### src/rtl/alu_seq_ctrl.sv
// Multi-word sequencer for the lab ALU: streams operand words LSW first, chains
// carry between words, returns result words over valid/ready and captures NZCV.
module alu_seq_ctrl #(
  parameter int WIDTH     = 4,
  parameter int MAX_WORDS = 4,
  localparam int LW       = (MAX_WORDS > 1) ? $clog2(MAX_WORDS) : 1
) (
  input  logic             clk,
  input  logic             rst_n,
  input  logic             cmd_valid,
  output logic             cmd_ready,
  input  logic [1:0]       cmd_op,
  input  logic [LW-1:0]    cmd_len,
  input  logic             in_valid,
  output logic             in_ready,
  input  logic [WIDTH-1:0] in_a,
  input  logic [WIDTH-1:0] in_b,
  output logic [WIDTH-1:0] alu_a,
  output logic [WIDTH-1:0] alu_b,
  output logic [1:0]       alu_op,
  output logic             alu_cin,
  input  logic [WIDTH-1:0] alu_y,
  input  logic             alu_cout,
  input  logic             alu_v,
  output logic             out_valid,
  input  logic             out_ready,
  output logic [WIDTH-1:0] out_y,
  output logic             out_last,
  output logic [3:0]       flags,
  output logic             flags_valid
);

  localparam logic [1:0] OP_ADD = 2'b00;
  localparam logic [1:0] OP_SUB = 2'b01;

  typedef enum logic [1:0] {
    S_IDLE  = 2'b00,
    S_RUN   = 2'b01,
    S_DRAIN = 2'b10
  } state_t;

  state_t           state_q, state_d;
  logic [1:0]       op_q, op_d;
  logic [LW-1:0]    len_q, len_d;
  logic [LW-1:0]    cnt_q, cnt_d;
  logic             carry_q, carry_d;
  logic             zacc_q, zacc_d;
  logic             out_valid_q, out_valid_d;
  logic [WIDTH-1:0] out_y_q, out_y_d;
  logic             out_last_q, out_last_d;
  logic [3:0]       flags_q, flags_d;
  logic             flags_valid_q, flags_valid_d;

  logic is_arith;
  logic in_beat;
  logic out_fire;
  logic last_beat;

  // Logic ops carry no meaningful C/V, so both are forced low for them.
  function automatic logic [3:0] pack_flags(input logic [WIDTH-1:0] y,
                                            input logic zacc,
                                            input logic arith,
                                            input logic cout,
                                            input logic v);
    pack_flags = {y[WIDTH-1], zacc && (y == '0), arith && cout, arith && v};
  endfunction

  assign is_arith  = (op_q == OP_ADD) || (op_q == OP_SUB);
  assign cmd_ready = (state_q == S_IDLE);
  assign in_ready  = (state_q == S_RUN) && (!out_valid_q || out_ready);
  assign in_beat   = in_valid && in_ready;
  assign out_fire  = out_valid_q && out_ready;
  assign last_beat = (cnt_q == len_q);

  assign alu_a       = in_a;
  assign alu_b       = in_b;
  assign alu_op      = op_q;
  assign alu_cin     = is_arith && carry_q;
  assign out_valid   = out_valid_q;
  assign out_y       = out_y_q;
  assign out_last    = out_last_q;
  assign flags       = flags_q;
  assign flags_valid = flags_valid_q;

  always_comb begin
    state_d       = state_q;
    op_d          = op_q;
    len_d         = len_q;
    cnt_d         = cnt_q;
    carry_d       = carry_q;
    zacc_d        = zacc_q;
    out_valid_d   = out_valid_q;
    out_y_d       = out_y_q;
    out_last_d    = out_last_q;
    flags_d       = flags_q;
    flags_valid_d = 1'b0;

    if (out_fire) begin
      out_valid_d = 1'b0;
    end

    case (state_q)
      S_IDLE: begin
        if (cmd_valid) begin
          op_d    = cmd_op;
          len_d   = cmd_len;
          cnt_d   = '0;
          zacc_d  = 1'b1;
          carry_d = (cmd_op == OP_SUB);
          state_d = S_RUN;
        end
      end
      S_RUN: begin
        if (in_beat) begin
          out_y_d     = alu_y;
          out_valid_d = 1'b1;
          out_last_d  = last_beat;
          carry_d     = alu_cout;
          zacc_d      = zacc_q && (alu_y == '0);
          cnt_d       = cnt_q + LW'(1);
          if (last_beat) begin
            flags_d       = pack_flags(alu_y, zacc_q, is_arith, alu_cout, alu_v);
            flags_valid_d = 1'b1;
            state_d       = S_DRAIN;
          end
        end
      end
      S_DRAIN: begin
        // Only the final word can be in the output register here.
        if (out_fire) begin
          state_d = S_IDLE;
        end
      end
      default: state_d = S_IDLE;
    endcase
  end

  always_ff @(posedge clk or negedge rst_n) begin
    if (!rst_n) begin
      state_q       <= S_IDLE;
      op_q          <= 2'b00;
      len_q         <= '0;
      cnt_q         <= '0;
      carry_q       <= 1'b0;
      zacc_q        <= 1'b1;
      out_valid_q   <= 1'b0;
      out_y_q       <= '0;
      out_last_q    <= 1'b0;
      flags_q       <= 4'b0100;
      flags_valid_q <= 1'b0;
    end else begin
      state_q       <= state_d;
      op_q          <= op_d;
      len_q         <= len_d;
      cnt_q         <= cnt_d;
      carry_q       <= carry_d;
      zacc_q        <= zacc_d;
      out_valid_q   <= out_valid_d;
      out_y_q       <= out_y_d;
      out_last_q    <= out_last_d;
      flags_q       <= flags_d;
      flags_valid_q <= flags_valid_d;
    end
  end

endmodule

### config.mk
export PLATFORM = sky130hd
export DESIGN_NAME = alu_seq_ctrl
export DESIGN_NICKNAME = d
export VERILOG_FILES = /design/src/rtl/alu_seq_ctrl.sv
export SDC_FILE = /design/constraint.sdc
export NUM_CORES = 1
export LEC_CHECK = 0
export CORE_ASPECT_RATIO = 1.25
export CORE_MARGIN = 2
export CORE_UTILIZATION = 39
export DETAILED_ROUTE_END_ITERATION = 12
export GPL_TIMING_DRIVEN = 0
export PLACE_DENSITY = 0.8
export SETUP_SLACK_MARGIN = 0.05
export SYNTH_ARGS = -nofsm -noshare
export SYNTH_HDL_FRONTEND = slang
export SYNTH_SLANG_ARGS = --single-unit
### constraint.sdc
create_clock -name clk -period 2.17 [get_ports clk]
set_input_delay 0.3255 -clock clk [delete_from_list [all_inputs] [get_ports clk]]
set_output_delay 0.3255 -clock clk [all_outputs]
set_load 0.05 [all_outputs]
==> results of run 1 <==
## placed cells by master (no fill, tap or decap), types with 3 or more instances in the layout
cell type        Yosys  layout
clkbuf_4             0       3
mux2_2              12      12
dfrtp_1             19      19
nand2_1              4       4
nor2_1               6       6
buf_4                8       8
o21ai_0              5       5
nor2b_1              3       3
clkdlybuf4s50_1      0      37
## path summary, 6_finish.rpt
path,start,to,slack [ns]
setup / recovery,alu_op[1],alu_cin,0.18
hold / removal,out_last,out_last,0.50
setup reg to reg,state_q[1],flags[0],0.35
hold reg to reg,out_last,out_last,0.50
max in group asynchronous,rst_n,state_q[0],1.08
min in group asynchronous,rst_n,flags[3],0.53
## layer usage
metal,up-vias,GRT usage (%),share of wire [%]
met1,353,15.76,38
met3,2,4.750,9.7
li1,354,-,-
met2,34,24.66,51
met5,-,0,0
met4,0,4.898,0.46
## final cells by class
cell class	instances	area, µm²
Multi-Input combinational cell	50	384.1
Timing Repair Buffer	38	375.4
Buffer	8	60.06
Tap cell	33	41.29
Fill cell	211	983.4
Clock buffer	4	26.28
Inverter	1	3.754
Sequential cell	21	528.0
## through the flow
step | total power, mW | util, % | setup TNS, ns | instance area [µm²]
after floorplan | 1.675 | - | 0 | 975.9
after global placement | 2.074 | 58.18 | -0.1970 | 1398
after detailed placement | 2.109 | 58.18 | -0.2486 | 1398
after CTS | 2.287 | 59.22 | 0 | 1423
after global routing | 2.385 | 59.06 | 0 | 1419
final | 2.255 | 59.06 | 0 | 1419
## cells by family (layout without fill, tap and decap cells)
family / count (synthesis) / in the layout
XOR/XNOR: 2 / 2
flip-flops: 21 / 21
multiplexers: 13 / 13
AND/OR/NAND/NOR: 24 / 24
buffers and inverters: 9 / 51
AO/OA/AOI/OAI: 11 / 11
## sequential cells by signal, summed over array words and instances (netlist names)
signal / flops
alu_op: 2
cnt_q: 2
len_q: 2
out_y: 4
zacc_q: 1
out_valid: 1
carry_q: 1
flags: 4
state_q: 2
out_last: 1
flags_valid: 1
## power by group through the flow
stage | sequential, mW | combinational, mW | clock, mW
after floorplan | 1.09 | 0.582 | 0
after global placement | 0.717 | 1.36 | 0
after detailed placement | 0.729 | 1.38 | 0
after CTS | 0.719 | 1.37 | 0.194
after global routing | 0.743 | 1.43 | 0.208
final | 0.716 | 1.35 | 0.184
## what timing repair did
action	4_1_cts	5_1_grt
setup buffers	0	0
gates resized for setup	1	2
endpoints found under the setup margin	1	1
==> results.sh, run 1 <==
export IMPL_status="completed"
export IMPL_ctsHoldBuffers=0
export IMPL_yosysMostFrequentCell="dfrtp_1"
export IMPL_p_leak_nw=0.6128
export IMPL_seq_area_frac_synth_pct=54.10
export IMPL_wire_per_inst_um=12.63
export IMPL_synth_avg_cell_area_um2=12.20
export IMPL_worst_path_buf_inv=1
export IMPL_numPortBuffers=38
export IMPL_synth_area_leader_cell="dfrtp_1"
export IMPL_synth_compound_area_share_pct=6.667
export IMPL_diodes=0
export IMPL_drv_slew=0
export IMPL_critPathTopFamily="buffers and inverters"
export IMPL_path_cells="nor2b_1 -> clkdlybuf4s50_1"
export IMPL_pwr_density_cell_nw_per_um2=1590
export IMPL_synth_simple_area_share_pct=16.03
export IMPL_clk_path_buf_depth=2
export IMPL_die_w_um=48.74
export IMPL_cts_max_level=1
export IMPL_routed_wl_um=1958
export IMPL_initial_utilization_pct=40.63
export IMPL_async_reset_ff_share_pct=100.0
export IMPL_dpl_hpwl_um=1563
export IMPL_critPathArrivalTime_ns=1.66
export IMPL_relSlewSlack_pct=38.98
export IMPL_finalWorstSetupSlack_ns=0.1799
export IMPL_cp_slowest_cell="clkdlybuf4s50_1"
export IMPL_endpoint_kind="output port"
export IMPL_fp_row_count=20
export IMPL_p_seq_share_pct=31.8
export IMPL_setup_viol=0
export IMPL_synthToLayoutAreaGrowth_pct=45.38
export IMPL_crit_path_max_incr_delay_ns=0.81
export IMPL_yosys_mux_area_fraction_pct=14.87
export IMPL_grt_pass1_vias=725
export IMPL_numCtsBuffers=3
export IMPL_worstSkewPairLatency_ns=0.30
export IMPL_crit_fanout=5
export IMPL_drt_iter0_markers=3
export IMPL_synthAdderAreaFrac_pct=0
export IMPL_min_path_type="flip-flop to flip-flop"
export IMPL_vias=743
export IMPL_power_share_switching_pct=48.20
export IMPL_dr_pass1_iters=4
export IMPL_syn_cell_area_um2=975.9
export IMPL_io_pins=47
export IMPL_gp_congestion=0.7218
export IMPL_synth_edff_count=0
export IMPL_synth_top_family_by_area="simple AND/OR/NAND/NOR gates"
export IMPL_synth_commonest_cells="19 x dfrtp_1, 12 x mux2_2, 8 x buf_4"
export IMPL_hold_slack_ns=0.4973
export IMPL_antenna_found_initial=0
export IMPL_max_cap_violations=0
export IMPL_path_clk_slew_ns=0.11
export IMPL_cp_required_ns=1.84
export IMPL_ant_nets=0
export IMPL_rsz0062_at_grt="no"
export IMPL_intPower_mw=1.168
export IMPL_clock_sinks=21
export IMPL_grtUsageTotal_pct=13.92
export IMPL_dp_worst_setup_slack_ns=-0.2163
export IMPL_worstSetupStartpointType="flip-flop"
export IMPL_drc=0
export IMPL_synth_area_leaders="dfrtp_1 49%, mux2_2 14%, buf_4 6.2%, dfstp_2 5.4%, o21ai_0 2.6%"
export IMPL_drive_above_1_share_pct=25.41
export IMPL_tightest_slew_ns=0.9124
export IMPL_rr_worst_depth=4
export IMPL_vias_per_cell=4.794
export IMPL_net_switching_power_mw=1.087
export IMPL_dp_cells=151
export IMPL_die_h_um=59.93
export IMPL_synth_seq_cells=21
export IMPL_grt_max_degree=22
export IMPL_cp_depth=2
export IMPL_design_die_area_um2=2921
export IMPL_cts_tree="yes"
export IMPL_core_um2=2402
export IMPL_overflow=0
export IMPL_netlist_instances=80
export IMPL_yosys_most_used_dff="dfrtp_1"
export IMPL_finalCritPeriodShare_pct=91.71
export IMPL_period_needed_ns=1.990
export IMPL_clock_tree_root_cell="clkbuf_4"
export IMPL_synthDominantCellAreaShare_pct=48.72
export IMPL_p_clk_share_pct=8.2
export IMPL_grt_pass1_wl_um=3146
export IMPL_min_delay_path_depth=1
export IMPL_layout_nets=146
export IMPL_p_comb_share_pct=60.1
export IMPL_synth_xor_area_share_pct=1.795
export IMPL_hold_viol=0
export IMPL_yosysWarnings=0
export IMPL_max_freq_mhz=502.5
export IMPL_max_vdd_ir_drop_uv=1039
export IMPL_instances_no_fill=155
export IMPL_finClkSkew_ns=0.004572
export IMPL_syn_nets=103
export IMPL_crit_type="flip-flop to output port"
export IMPL_ys_types=25
No activity file was read; power rests on OpenSTA's default activity.
==> run 2, diff against run 1 <==
- REMOVE_ABC_BUFFERS: unset -> 1
==> run 2 against run 1 <==
  * Critical path depth unchanged
  * Non-clock buffer count decreased by 16
  * Combinational power decreased by 4%
  * Sequential share of layout area increased by 4.1 points
  * Clock-buffer cell count unchanged
  * First-iteration DRC count increased to 3.7 times the previous value
  * Die area unchanged
  * Final cell count decreased by 10%
  * Global-route usage increased by 0.30 points
  * Clock power about the same
  * Power decreased by 2.2%
  * Clock skew decreased by 0.00065 ns
  * Critical endpoint is now cmd_ready
  * Largest cell class unchanged
  * Highest routed layer unchanged
==> results.sh, run 2 (synthesis gave the netlist of run 1 again) <==
export IMPL_status="completed"
export IMPL_min_delay_path_depth=1
export IMPL_diodes=0
export IMPL_max_cap_violations=0
export IMPL_relSlewSlack_pct=41.42
export IMPL_final_cell_mix="29 x clkdlybuf4s50_1, 19 x dfrtp_1, 12 x mux2_2"
export IMPL_setup_tns_ns=0
export IMPL_regArea_um2=528.0
export IMPL_drive_above_1_share_pct=21.70
export IMPL_path_cells="nor2_1 -> clkdlybuf4s50_1"
export IMPL_dpl_hpwl_um=1440
export IMPL_rr_endpoint="flags[0]"
export IMPL_drt_iter0_markers=11
export IMPL_drv_slew=0
export IMPL_clk_path_buf_depth=2
export IMPL_finClkSkew_ns=0.003927
export IMPL_drc=0
export IMPL_mostFrequentLayoutCell="clkdlybuf4s50_1"
export IMPL_die_w_um=48.74
export IMPL_rr_worst_depth=4
export IMPL_vias=685
export IMPL_fill_cells=229
export IMPL_worstSetupStartpointType="flip-flop"
export IMPL_numPortBuffers=30
export IMPL_holdPathEnd="out_last"
export IMPL_rsz0062_at_grt="no"
export IMPL_stdcell_area_um2=1279
export IMPL_endpoint_kind="output port"
export IMPL_critPathArrivalTime_ns=1.67
export IMPL_reg2reg_slack_ns=0.29
export IMPL_p_leak_nw=0.5430
export IMPL_tightest_slew_ns=0.8760
export IMPL_dp_cells=135
export IMPL_antenna_found_initial=0
export IMPL_period_needed_ns=1.992
export IMPL_io_pins=47
export IMPL_hold_slack_ns=0.4956
export IMPL_gp_congestion=0.8130
export IMPL_initial_utilization_pct=40.63
export IMPL_grtUsageTotal_pct=14.22
export IMPL_pwr_density_cell_nw_per_um2=1725
export IMPL_dr_pass1_iters=4
export IMPL_crit_path_max_incr_delay_ns=0.80
export IMPL_routed_wl_um=1921
export IMPL_core_um2=2402
export IMPL_cts_max_level=1
export IMPL_max_freq_mhz=501.9
export IMPL_synthToLayoutAreaGrowth_pct=31.03
export IMPL_grt_max_degree=22
export IMPL_design_die_area_um2=2921
export IMPL_path_clk_slew_ns=0.11
export IMPL_fp_row_count=20
export IMPL_min_path_type="flip-flop to flip-flop"
export IMPL_wire_per_inst_um=13.82
export IMPL_crit_fanout=6
export IMPL_power_mw=2.206
export IMPL_clock_tree_root_cell="clkbuf_4"
export IMPL_die_h_um=59.93
export IMPL_hold_viol=0
export IMPL_overflow=0
export IMPL_layout_nets=130
export IMPL_min_from="out_last"
export IMPL_cp_slowest_cell="clkdlybuf4s50_1"
export IMPL_multi_input_area_um2=384.1
export IMPL_r2r_start="state_q[1]"
export IMPL_setup_viol=0
export IMPL_instances_no_fill=139
export IMPL_crit_type="flip-flop to output port"
export IMPL_grt_pass1_vias=692
export IMPL_vias_per_cell=4.928
export IMPL_clock_sinks=21
export IMPL_grt_pass1_wl_um=2994
export IMPL_place_area_um2=1257
export IMPL_finalCritPeriodShare_pct=91.81
export IMPL_ant_nets=0
export IMPL_cts_tree="yes"
export IMPL_cp_required_ns=1.84
export IMPL_numCtsBuffers=3
export IMPL_max_vdd_ir_drop_uv=1096
export IMPL_worstSkewPairLatency_ns=0.30
[run 2: cell count changes in the layout (fill, tap and decap cells not counted)]
cell	before	now
buf_4	8	0
clkdlybuf4s50_1	37	29
[run 2: final cells by class]
class                      instances  area share, %
sequential                        21          41.29
multi-input combinational         50          30.04
timing repair buffer              30          23.09
tap                               33          3.229
clock buffer                       4          2.055
inverter                           1         0.2935
[run 2: stage by stage]
stage | utilization (%) | worst slack (ns)
after CTS | 53.39 | 0.07532
after global placement | 52.34 | -0.1957
after detailed placement | 52.34 | -0.2008
after global routing | 53.23 | 0.1024
after floorplan | - | 0.3750
final | 53.23 | 0.1778
[run 2: power by group]
| part | internal (mW) | leakage (nW) | switching [mW] | total [mW] |
|---|---|---|---|---|
| Sequential | 0.585 | 0.255 | 0.135 | 0.721 |
| Combinational | 0.491 | 0.273 | 0.812 | 1.30 |
| Clock | 0.0718 | 0.0150 | 0.111 | 0.183 |
[run 2: layer usage]
metal  GRT usage, %  part of all wire (%)  vias up
met4          9.796                   2.5        0
met1          14.86                    38      328
met5              0                     0        -
met2          24.66                    53       34
li1               -                     -      318
met3          4.500                   5.7        5
[run 2: timing repair]
item | 4_1_cts | 5_1_grt
endpoints found under the hold margin | 0 | 0
hold buffers | 0 | 0
gates resized for setup | 1 | 2
setup buffers | 0 | 0
setup endpoints to repair | 1 | 1
[run 2: how the worst max path moves through the flow]
stage               depth (start not counted)        from        end
floorplan                                   4   out_valid   flags[3]
global placement                            4   out_ready   in_ready
detailed placement                          4   out_ready   in_ready
CTS                                         4   out_ready   in_ready
global route                                2  state_q[0]  cmd_ready
finish                                      2  state_q[0]  cmd_ready
[run 2: critical path: cells and delay by family (launching register included)]
family / cells / cell delay (ns)
buffers and inverters: 1 / 0.80
flip-flops: 1 / 0.45
AND/OR/NAND/NOR: 1 / 0.12
